`config.mk`:
```
export PLATFORM = sky130hd
export DESIGN_NAME = stepper_motor_ctrl_flat
export DESIGN_NICKNAME = d
export VERILOG_FILES = /design/src/rtl/stepper_pkg.sv /design/src/rtl/stepper_motor_ctrl_if.sv /design/src/rtl/step_tick_sync.sv /design/src/rtl/stepper_motor_ctrl.sv /design/src/flat_wrapper.sv
export SDC_FILE = /design/constraint.sdc
export NUM_CORES = 1
export LEC_CHECK = 0
export CAP_MARGIN = 40
export CORE_ASPECT_RATIO = 0.5
export CORE_MARGIN = 3
export CORE_UTILIZATION = 55
export CTS_CLUSTER_DIAMETER = 120
export DETAILED_ROUTE_END_ITERATION = 6
export HOLD_SLACK_MARGIN = 0.15
export PLACE_DENSITY = 0.79
export RECOVER_POWER = 100
export SLEW_MARGIN = 20
export SYNTH_ARGS = -nofsm -noshare
export SYNTH_HDL_FRONTEND = slang
export SYNTH_HIERARCHICAL = 1
export SYNTH_SLANG_ARGS = --single-unit
```
`constraint.sdc`:
```
create_clock -name fpga_clk -period 3.41 [get_ports fpga_clk]
set_input_delay 0.682 -clock fpga_clk [delete_from_list [all_inputs] [get_ports fpga_clk]]
set_output_delay 0.682 -clock fpga_clk [all_outputs]
set_load 0.02 [all_outputs]
```
`src/rtl/stepper_pkg.sv`:
```
`default_nettype none
// +----------------------------------------------------------------------------+
// | Module  : stepper_pkg                                                      |
// | Brief   : Shared widths, FSM states and coil sequence for the stepper ctrl |
// | Revision: 1.0  initial release                                             |
// +----------------------------------------------------------------------------+
package stepper_pkg;

    localparam int c_STEP_W_DEF = 16;
    localparam int c_POS_W_DEF  = 32;

    typedef enum logic [1:0] {
        ST_IDLE   = 2'd0,
        ST_RUN    = 2'd1,
        ST_SETTLE = 2'd2,
        ST_DONE   = 2'd3
    } state_t;

    // Entry 0 is the rightmost literal; odd indices are the two-phase-on patterns.
    localparam logic [7:0][3:0] c_SEQ_TABLE = {
        4'b1001, 4'b0001, 4'b0011, 4'b0010,
        4'b0110, 4'b0100, 4'b1100, 4'b1000
    };

    function automatic logic [2:0] next_idx(input logic [2:0] idx,
                                            input logic       fwd,
                                            input logic       half);
        logic [2:0] w_idx;
        if (half) begin
            w_idx = fwd ? idx + 3'd1 : idx - 3'd1;
        end else begin
            w_idx = (fwd ? idx + 3'd2 : idx - 3'd2) | 3'd1;
        end
        return w_idx;
    endfunction

endpackage
`default_nettype wire

```
`src/rtl/stepper_motor_ctrl_if.sv`:
```
`default_nettype none
// +----------------------------------------------------------------------------+
// | Module  : stepper_motor_ctrl_if                                            |
// | Brief   : Move-command valid/ready channel into the stepper controller     |
// | Revision: 1.0  initial release                                             |
// +----------------------------------------------------------------------------+
interface stepper_motor_ctrl_if
    import stepper_pkg::*;
#(
    parameter int STEP_W = c_STEP_W_DEF
);
    logic              cmd_valid;
    logic              cmd_ready;
    logic              cmd_dir;
    logic              cmd_half;
    logic [STEP_W-1:0] cmd_steps;

    modport master (
        output cmd_valid,
        output cmd_dir,
        output cmd_half,
        output cmd_steps,
        input  cmd_ready
    );

    modport slave (
        input  cmd_valid,
        input  cmd_dir,
        input  cmd_half,
        input  cmd_steps,
        output cmd_ready
    );
endinterface
`default_nettype wire

```
`src/rtl/step_tick_sync.sv`:
```
`default_nettype none
// +----------------------------------------------------------------------------+
// | Module  : step_tick_sync                                                   |
// | Brief   : Synchronizes the slow step clock and emits a 1-cycle rise tick   |
// | Revision: 1.0  initial release                                             |
// +----------------------------------------------------------------------------+
module step_tick_sync (
    input  wire logic fpga_clk,
    input  wire logic rst,
    input  wire logic i_step_clk,
    output logic      o_tick
);
    logic r_sync1;
    logic r_sync2;
    logic r_hist;
    logic r_tick;

    always_ff @(posedge fpga_clk or negedge rst) begin
        if (!rst) begin
            r_sync1 <= 1'b0;
            r_sync2 <= 1'b0;
            r_hist  <= 1'b0;
            r_tick  <= 1'b0;
        end else begin
            r_sync1 <= i_step_clk;
            r_sync2 <= r_sync1;
            r_hist  <= r_sync2;
            // Registered so the tick lands three cycles after the input rises.
            r_tick  <= r_sync2 & ~r_hist;
        end
    end

    assign o_tick = r_tick;
endmodule
`default_nettype wire

```
`src/rtl/stepper_motor_ctrl.sv`:
```
`default_nettype none
// +----------------------------------------------------------------------------+
// | Module  : stepper_motor_ctrl                                               |
// | Brief   : Step sequencer driving four coils from synchronized step ticks   |
// | Revision: 1.0  initial release                                             |
// +----------------------------------------------------------------------------+
module stepper_motor_ctrl
    import stepper_pkg::*;
#(
    parameter int STEP_W       = c_STEP_W_DEF,
    parameter int POS_W        = c_POS_W_DEF,
    parameter int SETTLE_TICKS = 2,
    parameter int HOLD_TORQUE  = 1
) (
    input  wire logic               fpga_clk,
    input  wire logic               rst,
    input  wire logic               step_clk,
    stepper_motor_ctrl_if.slave     cmd,
    input  wire logic               abort,
    output logic [3:0]              coil,
    output logic                    busy,
    output logic                    done,
    output logic                    aborted,
    output logic signed [POS_W-1:0] position
);
    localparam int c_SET_W = (SETTLE_TICKS > 1) ? $clog2(SETTLE_TICKS + 1) : 1;

    state_t                   r_state;
    logic [2:0]               r_idx;
    logic [STEP_W-1:0]        r_rem;
    logic [c_SET_W-1:0]       r_settle;
    logic                     r_dir;
    logic                     r_half;
    logic                     r_abort_hist;
    logic signed [POS_W-1:0]  r_pos;
    logic [3:0]               r_coil;
    logic                     r_ready;
    logic                     r_busy;
    logic                     r_done;
    logic                     r_aborted;

    logic                     w_tick;
    logic [2:0]               w_idx_step;
    logic [3:0]               w_coil_idle;

    step_tick_sync u_tick (
        .fpga_clk   (fpga_clk),
        .rst        (rst),
        .i_step_clk (step_clk),
        .o_tick     (w_tick)
    );

    assign w_idx_step  = next_idx(r_idx, r_dir, r_half);
    assign w_coil_idle = (HOLD_TORQUE != 0) ? c_SEQ_TABLE[r_idx] : 4'b0000;

    always_ff @(posedge fpga_clk or negedge rst) begin
        if (!rst) begin
            r_state      <= ST_IDLE;
            r_idx        <= 3'd0;
            r_rem        <= '0;
            r_settle     <= '0;
            r_dir        <= 1'b0;
            r_half       <= 1'b0;
            r_abort_hist <= 1'b0;
            r_pos        <= '0;
            r_coil       <= 4'b0000;
            r_ready      <= 1'b0;
            r_busy       <= 1'b0;
            r_done       <= 1'b0;
            r_aborted    <= 1'b0;
        end else begin
            r_done    <= 1'b0;
            r_aborted <= 1'b0;
            case (r_state)
                ST_IDLE: begin
                    if (cmd.cmd_valid && r_ready) begin
                        r_dir        <= cmd.cmd_dir;
                        r_half       <= cmd.cmd_half;
                        r_rem        <= cmd.cmd_steps;
                        r_abort_hist <= 1'b0;
                        r_ready      <= 1'b0;
                        r_coil       <= c_SEQ_TABLE[r_idx];
                        if (cmd.cmd_steps == '0) begin
                            r_state <= ST_DONE;
                            r_done  <= 1'b1;
                        end else begin
                            r_state <= ST_RUN;
                            r_busy  <= 1'b1;
                        end
                    end else begin
                        r_ready <= 1'b1;
                        r_coil  <= w_coil_idle;
                    end
                end

                ST_RUN: begin
                    // Abort wins over a coincident tick: no step is taken that cycle.
                    if (w_tick && !abort) begin
                        r_idx  <= w_idx_step;
                        r_coil <= c_SEQ_TABLE[w_idx_step];
                        r_rem  <= r_rem - STEP_W'(1);
                        r_pos  <= r_dir ? r_pos + POS_W'(1) : r_pos - POS_W'(1);
                    end
                    if (abort || (w_tick && r_rem == STEP_W'(1))) begin
                        if (abort) begin
                            r_abort_hist <= 1'b1;
                        end
                        if (SETTLE_TICKS == 0) begin
                            r_state   <= ST_DONE;
                            r_busy    <= 1'b0;
                            r_done    <= 1'b1;
                            r_aborted <= abort;
                        end else begin
                            r_state  <= ST_SETTLE;
                            r_settle <= c_SET_W'(SETTLE_TICKS);
                        end
                    end
                end

                ST_SETTLE: begin
                    if (abort || (w_tick && r_settle == c_SET_W'(1))) begin
                        r_state   <= ST_DONE;
                        r_busy    <= 1'b0;
                        r_done    <= 1'b1;
                        r_aborted <= abort | r_abort_hist;
                        if (abort) begin
                            r_abort_hist <= 1'b1;
                        end
                    end else if (w_tick) begin
                        r_settle <= r_settle - c_SET_W'(1);
                    end
                end

                ST_DONE: begin
                    r_state <= ST_IDLE;
                    r_ready <= 1'b1;
                    r_coil  <= w_coil_idle;
                end

                default: begin
                    r_state <= ST_IDLE;
                end
            endcase
        end
    end

    assign cmd.cmd_ready = r_ready;
    assign coil          = r_coil;
    assign busy          = r_busy;
    assign done          = r_done;
    assign aborted       = r_aborted;
    assign position      = r_pos;
endmodule
`default_nettype wire

```
`src/flat_wrapper.sv`:
```
// flat-port wrapper written by rule: the top's interface ports become plain ports
module stepper_motor_ctrl_flat import stepper_pkg::*;
#(
    parameter int STEP_W       = c_STEP_W_DEF,
    parameter int POS_W        = c_POS_W_DEF,
    parameter int SETTLE_TICKS = 2,
    parameter int HOLD_TORQUE  = 1
)
  (fpga_clk, rst, step_clk, abort, coil, busy, done, aborted, position, cmd_cmd_valid, cmd_cmd_dir, cmd_cmd_half, cmd_cmd_steps, cmd_cmd_ready);
  stepper_motor_ctrl_if #(.STEP_W(STEP_W)) cmd_i ();
  input  wire logic fpga_clk;
  input  wire logic rst;
  input  wire logic step_clk;
  input  wire logic abort;
  output logic [3:0] coil;
  output logic busy;
  output logic done;
  output logic aborted;
  output logic signed [POS_W-1:0] position;
  input wire logic [$bits(cmd_i.cmd_valid)-1:0] cmd_cmd_valid;
  input wire logic [$bits(cmd_i.cmd_dir)-1:0] cmd_cmd_dir;
  input wire logic [$bits(cmd_i.cmd_half)-1:0] cmd_cmd_half;
  input wire logic [$bits(cmd_i.cmd_steps)-1:0] cmd_cmd_steps;
  output wire logic [$bits(cmd_i.cmd_ready)-1:0] cmd_cmd_ready;
  assign cmd_i.cmd_valid = cmd_cmd_valid;
  assign cmd_i.cmd_dir = cmd_cmd_dir;
  assign cmd_i.cmd_half = cmd_cmd_half;
  assign cmd_i.cmd_steps = cmd_cmd_steps;
  assign cmd_cmd_ready = cmd_i.cmd_ready;
  stepper_motor_ctrl #(.STEP_W(STEP_W), .POS_W(POS_W), .SETTLE_TICKS(SETTLE_TICKS), .HOLD_TORQUE(HOLD_TORQUE)) u_core (.fpga_clk(fpga_clk), .rst(rst), .step_clk(step_clk), .cmd(cmd_i), .abort(abort), .coil(coil), .busy(busy), .done(done), .aborted(aborted), .position(position));
endmodule
```
==> results of run 1 <==
[path summary, 6_finish.rpt]
path | from | to | slack, ns | depth (start not counted)
max in group asynchronous | rst | u_core/r_dir | 1.37 | 2
worst min-delay path | u_core/u_tick/r_sync1 | u_core/u_tick/r_sync2 | 0.36 | 0
worst max-delay path | u_core/r_dir | u_core/position[31] | 0.18 | 11
worst min register to register | u_core/u_tick/r_sync1 | u_core/u_tick/r_sync2 | 0.36 | 0
min in group asynchronous | rst | u_core/r_rem[12] | 0.88 | 2
worst max register to register | u_core/r_dir | u_core/position[31] | 0.18 | 11
[metrics by stage]
stage | area (um^2) | utilization [%] | setup TNS, ns | std cells
CTS | 6040 | 71.9 | 0 | 763
detailed placement | 5740 | 68.3 | 0 | 747
global placement | 5740 | 68.3 | 0 | 747
floorplan | 5000 | - | 0 | 589
finish | 6010 | 71.6 | 0 | 765
global route | 6010 | 71.6 | -0.000769 | 765
[area by class of cell]
class                   instances  share of cell area (%)
repair buffers                 73                    11.4
well taps                     112                    2.33
multi-input cells             473                    50.7
flip-flops and latches         70                    29.2
inverters                      21                    1.37
clock inverters                 5                   0.978
clock buffers                  11                    4.04
[cells by family (layout without fill, tap and decap cells)]
group	after synthesis	after routing	share of synthesized area, %
flip-flops	70	70	35.0
XOR/XNOR	29	29	5.08
multiplexers	8	8	1.65
AND/OR/NAND/NOR	181	181	17.6
adder cells (fa/ha/maj)	40	40	10.3
AO/OA/AOI/OAI	215	215	26.8
buffers and inverters	46	110	3.55
[worst max-delay path: stages, from the launching register on]
cell        delay, ns
dfrtp_2          0.47
clkinvlp_4       0.21
buf_4            0.23
ha_1             0.35
a21oi_1          0.19
o21ai_2          0.11
o221ai_1         0.40
o21ai_2          0.18
a31o_2           0.31
a41oi_1          0.32
mux2i_1          0.26
xnor2_1          0.14
[registers in the layout (all words and copies together), names as in the netlist, 2 cells and up]
name	count
u_core/r_settle	2
u_core/r_state	2
u_core/position	32
u_core/r_rem	16
u_core/r_idx	3
u_core/coil	4
[cell usage in the layout, fill, tap and decap left out, drive strengths merged, types with 3 or more instances in the layout]
cell           instances
mux2i                  6
a21boi                 4
nand2                 71
a31oi                  7
o22ai                  3
nor2                  32
a21o                  18
xor2                  10
a21oi                 65
a41oi                  4
nor2b                  4
dfrtp                 70
o21ai                 73
ha                    38
dlygate4sd3           43
and3                   3
o21a                   3
nor3                  11
nand4                 10
clkbuf                15
inv                   20
o31ai                  4
buf                    8
xnor2                 19
o311ai                 3
o31a                   5
nand2b                 8
nor4                  10
o211ai                 4
clkinvlp               3
nand3                 17
clkdlybuf4s50         18
o21bai                 5
nor3b                  6
[layer usage]
layer	up-vias	GRT usage, %	part of all wire (%)
met5	-	0	0
met4	0	9.34	1.9
met3	23	5.72	6.1
met2	149	39.1	44
met1	2097	32.8	48
li1	2273	-	-
[repair_timing]
item / in CTS / in global routing
gates resized for setup: 0 / 3
endpoints found under the setup margin: 0 / 4
buffers inserted: 0 / 2
==> flow_summary.yaml, run 1 <==
cells_and_area:
  register_area_mm2: 0.00175
  nets: 711
  area_growth_pct: 20.2
  drive_gt1_share_pct: 5.67
  antennaDiodeCount: 0
  multi_input_area_mm2: 0.00305
  nFillCells: 687
synthesis:
  synthFlopType: "dfrtp_1"
  synth.cell_area_mm2: 0.00500
  synth_cells: 589
  synth-seq-area-share_pct: 35.0
  synth_top_cells_by_count: "nand2_1 (71), dfrtp_1 (70), o21ai_0 (69), a21oi_1 (65), ha_1 (38)"
  syn-num-nets: 652
  synth_area_leaders: "dfrtp_1 (35%), ha_1 (9.5%), o21ai_0 (6.9%)"
  yosys.cell_types.count: 63
  yosys.area.top_type: "dfrtp_1"
  synth_top_area_share_pct: 35.0
  synth_seq_cells: 70
  async_flop_share_pct: 100
  synth_warnings: 6
  synth.most_common_cell: "nand2_1"
  synth_edf_count: 0
  avgSynthCellArea_um2: 8.49
detailed_routing:
  dr.first_iter.drc_count: 323
  routedWlPerCell_um: 15.7
  via_count: 4542
  route.detailed.drc: 0
  dr.pass1.iters: 5
  vias_per_cell: 5.94
  antenna_left: 0
  wirelength_um: 12000
worst_setup_path:
  start_kind: "flop"
  crit_fanout: 12
  cp-end-kind: "flop"
  critPathKind: "flop to flop"
  crit_arrival_ns: 3.49
  cp.required_ns: 3.67
placement:
  io_buffers: 62
  pre_cts_ws_ns: 0.273
  hpwlAfterDp_um: 8550
  place_congestion: 0.902
timing:
  min_period_ns: 3.23
  worstMarginPinSlew_ns: 1.73
  finalHoldViolations: 0
  slew_headroom_pct: -15.5
  fin_crit_sh_pct: 94.8
  postLayoutSetupSlackWorst_ns: 0.176
  finalSetupViolCount: 0
  clock.fmax_mhz: 309
  finalMaxSlewViolations: 71
  clock_skew_ns: 0.00674
  holdWs_ns: 0.361
clock_network:
  root_buffer: "clkbuf_16"
  cts_sinks: 70
  insertion_delay_ns: 0.34
  numCtsBuffers: 9
  cts_tree: "done"
  h-tree-depth: 3
  postCtsHoldBufs: 0
  clkTransAtPathRegs_ns: 0.06
  cts.path.max_buffers: 2
floorplan:
  floorplan.initialDensity_pct: 59.5
  die_h_um: 73.4
  die_area_mm2: 0.0103
  die_w_um: 141
  core_area_mm2: 0.00840
  pin_count: 63
  rows: 23
global_route:
  gr-usage-all-layers_pct: 24.5
  grt-ovfl-total: 0
  antenna_found_initial: 0
  grt_max_degree: 71
  grt_pass1_wl_um: 20400
  grt_pass1_vias: 4281
run:
  drv_cap: 1
outcome:
  status: "complete, but fails checks"
  violations: "capacitance limit, slew limit"
hold_path:
  hold_class: "flop to flop"
Power of run 1 is left out: the tool's default activity adds up to more than one toggle a clock period on the data nets, which glitch-free logic cannot reach.
==> inputs of run 2 (changes only) <==
- TNS_END_PERCENT: unset -> 1
==> results of run 2 <==
No change in the layout: final DEF, timing and power equal those of run 1.
Power of run 2 is left out for the same reason.
